===== src/rtl/display_sequencer.sv =====
// display_sequencer: title / play / end-fade / end-hold screen sequencer.
// Blends the game picture into the end frame over 2**FADE_SHIFT frames.
// Holds the end frame for at least HOLD_FRAMES frames before a restart is accepted.
// Optional feature: define END_BLINK_EN to blink the end frame while holding
// (16 frames on, 16 frames off).
module display_sequencer #(
    parameter int FADE_SHIFT  = 4,
    parameter int HOLD_FRAMES = 120
) (
    input  logic        i_clk,
    input  logic        i_rst_n,
    input  logic        i_frame_start,
    input  logic        i_start_btn,
    input  logic        i_game_over,
    input  logic        i_p1_win,
    input  logic [23:0] i_title_rgb,
    input  logic [23:0] i_game_rgb,
    input  logic [23:0] i_end_rgb,
    output logic        o_is_p1_win,
    output logic [1:0]  o_state,
    output logic        o_game_en,
    output logic [23:0] o_rgb
);

    localparam int FADE_N = 1 << FADE_SHIFT;
    // The fade counter is one bit wider than needed so that N-k is representable.
    localparam int KW     = FADE_SHIFT + 1;
    localparam int HW     = $clog2(HOLD_FRAMES + 1);
    // Wide enough for g*(N-k) + e*k without overflow.
    localparam int BW     = 8 + FADE_SHIFT + 1;

    localparam logic [KW-1:0] K_LAST   = KW'(FADE_N - 1);
    localparam logic [HW-1:0] HOLD_MAX = HW'(HOLD_FRAMES);

    typedef enum logic [1:0] {
        TITLE    = 2'd0,
        PLAY     = 2'd1,
        END_FADE = 2'd2,
        END_HOLD = 2'd3
    } state_t;

    state_t        state_r, state_nx;
    logic [KW-1:0] k_r, k_nx;
    logic [HW-1:0] hold_r, hold_nx;
    logic          win_r, win_nx;
    logic          game_en_r;
    logic [23:0]   rgb_r, rgb_nx;
`ifdef END_BLINK_EN
    logic [4:0]    blink_r, blink_nx;
`endif

    // Blend one 8-bit channel: (g*(N-k) + e*k) >> FADE_SHIFT, truncating.
    function automatic logic [7:0] fade_channel(input logic [7:0] g,
                                                 input logic [7:0] e,
                                                 input logic [KW-1:0] k);
        logic [BW-1:0] gw;
        logic [BW-1:0] ew;
        logic [BW-1:0] kw;
        logic [BW-1:0] nk;
        logic [BW-1:0] acc;
        gw  = BW'(g);
        ew  = BW'(e);
        kw  = BW'(k);
        nk  = BW'(FADE_N) - kw;
        acc = (gw * nk) + (ew * kw);
        return 8'(acc >> FADE_SHIFT);
    endfunction

    // Blend all three channels of a pixel.
    function automatic logic [23:0] fade_pixel(input logic [23:0] g,
                                               input logic [23:0] e,
                                               input logic [KW-1:0] k);
        return {fade_channel(g[23:16], e[23:16], k),
                fade_channel(g[15:8],  e[15:8],  k),
                fade_channel(g[7:0],   e[7:0],   k)};
    endfunction

    // State register and all registered outputs; synchronous active-low reset.
    always_ff @(posedge i_clk) begin
        if (!i_rst_n) begin
            state_r   <= TITLE;
            k_r       <= {KW{1'b0}};
            hold_r    <= {HW{1'b0}};
            win_r     <= 1'b0;
            game_en_r <= 1'b0;
            rgb_r     <= 24'h000000;
`ifdef END_BLINK_EN
            blink_r   <= 5'd0;
`endif
        end else begin
            state_r   <= state_nx;
            k_r       <= k_nx;
            hold_r    <= hold_nx;
            win_r     <= win_nx;
            game_en_r <= (state_nx == PLAY);
            rgb_r     <= rgb_nx;
`ifdef END_BLINK_EN
            blink_r   <= blink_nx;
`endif
        end
    end

    // Next-state logic plus fade, hold and blink counter updates.
    always_comb begin
        state_nx = state_r;
        k_nx     = k_r;
        hold_nx  = hold_r;
        win_nx   = win_r;
`ifdef END_BLINK_EN
        blink_nx = blink_r;
`endif
        case (state_r)
            TITLE: begin
                if (i_start_btn) begin
                    state_nx = PLAY;
                end else begin
                    state_nx = TITLE;
                end
            end
            PLAY: begin
                // Game-over wins over a coincident frame pulse: k starts at 0.
                if (i_game_over) begin
                    win_nx   = i_p1_win;
                    k_nx     = {KW{1'b0}};
                    state_nx = END_FADE;
                end else begin
                    state_nx = PLAY;
                end
            end
            END_FADE: begin
                if (i_frame_start) begin
                    if (k_r == K_LAST) begin
                        state_nx = END_HOLD;
                        hold_nx  = {HW{1'b0}};
`ifdef END_BLINK_EN
                        blink_nx = 5'd0;
`endif
                    end else begin
                        k_nx = k_r + {{(KW-1){1'b0}}, 1'b1};
                    end
                end else begin
                    state_nx = END_FADE;
                end
            end
            END_HOLD: begin
                if (i_frame_start) begin
                    if (hold_r != HOLD_MAX) begin
                        hold_nx = hold_r + {{(HW-1){1'b0}}, 1'b1};
                    end else begin
                        hold_nx = HOLD_MAX;
                    end
`ifdef END_BLINK_EN
                    blink_nx = blink_r + 5'd1;
`endif
                end else begin
                    hold_nx = hold_r;
                end
                if (i_start_btn && (hold_r == HOLD_MAX)) begin
                    state_nx = TITLE;
                end else begin
                    state_nx = END_HOLD;
                end
            end
            default: begin
                state_nx = TITLE;
            end
        endcase
    end

    // Pixel source for the state being entered, so o_rgb lines up with o_state.
    always_comb begin
        rgb_nx = 24'h000000;
        case (state_nx)
            TITLE:    rgb_nx = i_title_rgb;
            PLAY:     rgb_nx = i_game_rgb;
            END_FADE: rgb_nx = fade_pixel(i_game_rgb, i_end_rgb, k_nx);
            END_HOLD: begin
`ifdef END_BLINK_EN
                if (blink_nx[4]) begin
                    rgb_nx = 24'h000000;
                end else begin
                    rgb_nx = i_end_rgb;
                end
`else
                rgb_nx = i_end_rgb;
`endif
            end
            default:  rgb_nx = 24'h000000;
        endcase
    end

    assign o_state     = state_r;
    assign o_game_en   = game_en_r;
    assign o_is_p1_win = win_r;
    assign o_rgb       = rgb_r;

endmodule


===== config.mk =====
export PLATFORM = sky130hd
export DESIGN_NAME = display_sequencer
export DESIGN_NICKNAME = d
export VERILOG_FILES = /design/src/rtl/display_sequencer.sv
export SDC_FILE = /design/constraint.sdc
export NUM_CORES = 1
export LEC_CHECK = 0
export BUFFER_PORTS_ARGS = -buffer_cell sky130_fd_sc_hd__buf_2
export CORE_MARGIN = 1
export CORE_UTILIZATION = 45
export DETAILED_ROUTE_END_ITERATION = 8
export HOLD_SLACK_MARGIN = 0.05
export PLACE_DENSITY = 0.7
export SLEW_MARGIN = 20
export SYNTH_ARGS = -nofsm -noshare
export SYNTH_HDL_FRONTEND = slang
export SYNTH_SLANG_ARGS = --single-unit

===== constraint.sdc =====
create_clock -name i_clk -period 13 [get_ports i_clk]
set_clock_uncertainty 0.05 [all_clocks]
set_input_delay 1.3 -clock i_clk [delete_from_list [all_inputs] [get_ports i_clk]]
set_output_delay 1.3 -clock i_clk [all_outputs]
set_load 0.1 [all_outputs]

==> flow_metrics.py <==
metrics = {
    "grt": {
        "global_route.usage.total": 0.255,
        "grt_max_degree": 50,
        "via_count_of_the_first_global_routing_pass": 9268,
        "overflow": 0,
        "grt_first_pass_wirelength_um": 48400,
        "antenna_found_initial": 0,
    },
    "clock_tree": {
        "numClockSinks": 40,
        "cts_root_buffer": "sky130_fd_sc_hd__clkbuf_16",
        "cts_repair_resize_count": 0,
        "clkSlewWorstSetupHoldPaths_ns": 0.07,
        "cts_setup_buffers": 0,
        "cts_buffers": 5,
        "tritoncts": "built",
        "worst_skew_pair.late_latency_ns": 0.30,
        "cts_hold_buf": 0,
        "clockBufferDepth": 2,
        "h-tree-depth": 2,
    },
    "timing": {
        "hold_viol_final": 0,
        "timing_max_transition_violations_final": 0,
        "highest_attainable_clock_frequency_mhz": 117,
        "rsz0062_at_grt": "no",
        "final_hold_slack_ns": 0.416,
        "finalSetupTns_ns": 0,
        "max_slew_margin_vs_limit": 0.430,
        "tcrit_tclk_final": 0.657,
        "period_needed_ns": 8.54,
        "setup_viol_count_final": 0,
        "worstMarginPinSlew_ns": 0.853,
    },
    "setup_path": {
        "r2r_cells": 29,
        "register_to_register_setup_slack_ns": 4.83,
        "crit_path_start_kind": "primary input",
        "crit_start": "i_game_over",
        "critical_path.endpoint_type": "flip-flop",
        "critical-path-slowest-cell": "sky130_fd_sc_hd__or3_4",
        "critical_path.max_stage_delay_ns": 0.63,
        "cp_max_fo": 49,
        "r2r-start": "o_state[1]",
        "cp_data_required_time_ns": 13.14,
        "reg2reg_to": "o_rgb[15]",
        "worstSetupPathType": "primary input to flip-flop",
        "critPathCapture": "o_rgb[15]",
        "worst-endpoint-arrival_ns": 8.68,
    },
    "detailed_routing": {
        "post-route-drc-count": 0,
        "first_iter_violations": 572,
        "vias": 8794,
        "first_pass_drt_iterations": 5,
        "avgViaCountPerCell": 5.27,
        "wl_per_cell_um": 17.6,
        "drtAntennaViolNets": 0,
        "drt-total-wl_um": 29300,
    },
    "die": {
        "ios": 106,
        "die_width_um": 158,
        "core_region_area_mm2": 0.0237,
        "floorplan.initialDensity": 0.463,
        "die_h_um": 158,
        "die-area_mm2": 0.0250,
        "floorplan.rows": 56,
    },
    "yosys": {
        "post_synth_inst_count": 1278,
        "synth-xor-area-share": 0.0484,
        "synthArstFlopShare": 0,
        "mux_share_of_post_synthesis_cell_area": 0.0237,
        "synth_simple_gate_area_frac": 0.197,
        "synth.avg_cell_area_um2": 8.58,
        "yosys.area_share.adder": 0.468,
        "yosysUniqueCellTypes": 66,
        "synth-seq-area-share": 0.0730,
        "synthFlopType": "sky130_fd_sc_hd__dfxtp_1",
        "mappedNetlistArea_mm2": 0.0110,
        "synth-edff-count": 0,
        "synth_top_family_by_area": "adder cells",
        "synth_warnings": 0,
        "syn_nets": 1655,
        "synth-compound-area-share": 0.0786,
        "ys_seq_elements": 40,
    },
    "layout": {
        "layout_cell_share_with_drive_strength_beyond_1": 0.113,
        "num-nets-final": 1727,
        "antenna_cells_inserted": 0,
        "most-common-layout-cells": "sky130_fd_sc_hd__inv_1 (268), sky130_fd_sc_hd__fa_1 (185), sky130_fd_sc_hd__nand2_1 (139), sky130_fd_sc_hd__and2_1 (135), sky130_fd_sc_hd__ha_1 (114)",
        "flow.area_growth_from_synthesis_pct": 9.38,
        "mostFrequentLayoutCell": "sky130_fd_sc_hd__inv_1",
    },
    "run": {
        "max-cap-violations": 0,
    },
    "min_path": {
        "min_path_type": "flip-flop to flip-flop",
        "hp-start": "o_is_p1_win",
        "worst_hold_path.num_cells": 2,
    },
    "power": {
        "power_density_mw_per_mm2": 41.3,
        "peakVddDrop_mv": 0.0534,
        "total_leakage_power_nw": 6.35,
    },
    "place": {
        "placement.io_buffers": 105,
        "finalWeightedCongestion": 0.862,
        "detailed_place_hpwl_um": 22900,
    },
    "run_status": {
        "outcome": "complete, no violations",
    },
}
==> cell families (layout without fill, tap and decap cells) <==
logic type / count (synthesis) / after routing
simple gates: 405 / 405
buf+inv: 323 / 396
fa+ha+maj: 299 / 299
compound gates: 127 / 127
xor+xnor: 59 / 59
flops: 40 / 40
mux: 25 / 25
==> how the worst min path moves through the flow <==
stage	to
after floorplan	hold_r[5]
after global placement	o_is_p1_win
after detailed placement	o_is_p1_win
after CTS	o_is_p1_win
after global routing	o_is_p1_win
final	o_is_p1_win
==> state kept, by name (all words and copies together) (netlist names) <==
signal / flops
o_is_p1_win: 1
o_game_en: 1
k_r: 5
hold_r: 7
o_state: 2
o_rgb: 24
==> report_power, final <==
part | internal (mW) | switching, mW | total [mW]
Clock | 0.0916 | 0.0625 | 0.154
Sequential | 0.131 | 0.00435 | 0.135
Combinational | 0.0571 | 0.149 | 0.206
Total | 0.280 | 0.216 | 0.496
==> worst max-delay path: cells and delay by family <==
family	cells	cell delay, ns
compound gates	7	1.44
buf+inv	8	0.80
xor+xnor	1	0.14
fa+ha+maj	7	3.03
simple gates	5	1.96
==> through the flow <==
stage,util,power [mW],cell area (µm²),worst slack [ns],std cells
floorplan,-,0.279,11000,5.00,1278
global placement,0.499,0.341,11800,4.47,1662
detailed placement,0.499,0.343,11800,4.29,1662
CTS,0.506,0.497,12000,4.58,1670
global route,0.506,0.520,12000,4.09,1670
finish,0.506,0.496,12000,4.46,1670
==> routing by layer <==
metal / vias to the layer above / GRT usage / wire length, µm
li1: 4114 / - / -
met2: 284 / 0.411 / 13500
met4: 0 / 0.0774 / 817
met3: 55 / 0.0408 / 1980
met1: 4341 / 0.350 / 13000
met5: - / 0 / 0
==> synthesized netlist by cell type (all sizes together), types with 11 or more instances <==
library cell,instances,area share
inv,270,0.092
fa,185,0.34
nand2,140,0.048
and2,135,0.077
ha,114,0.13
clkbuf,48,0.017
xnor2,45,0.036
dfxtp,40,0.073
and3,34,0.019
nor2b,28,0.016
a21oi,27,0.013
o21ai,23,0.011
nor2,21,0.0072
mux2i,17,0.016
nand3,13,0.0064
xor2,13,0.010
a31oi,12,0.0068
o211ai,11,0.0075
==> cell type report <==
cell class / instances / area (µm²)
clock inverters: 3 / 46.3
repair buffers: 118 / 623
inverters: 270 / 1010
multi-input cells: 915 / 8990
clock buffers: 5 / 125
flip-flops and latches: 40 / 801
well taps: 319 / 399
fillers: 2304 / 11700
Note: power is estimated with default switching activity, not from simulation.
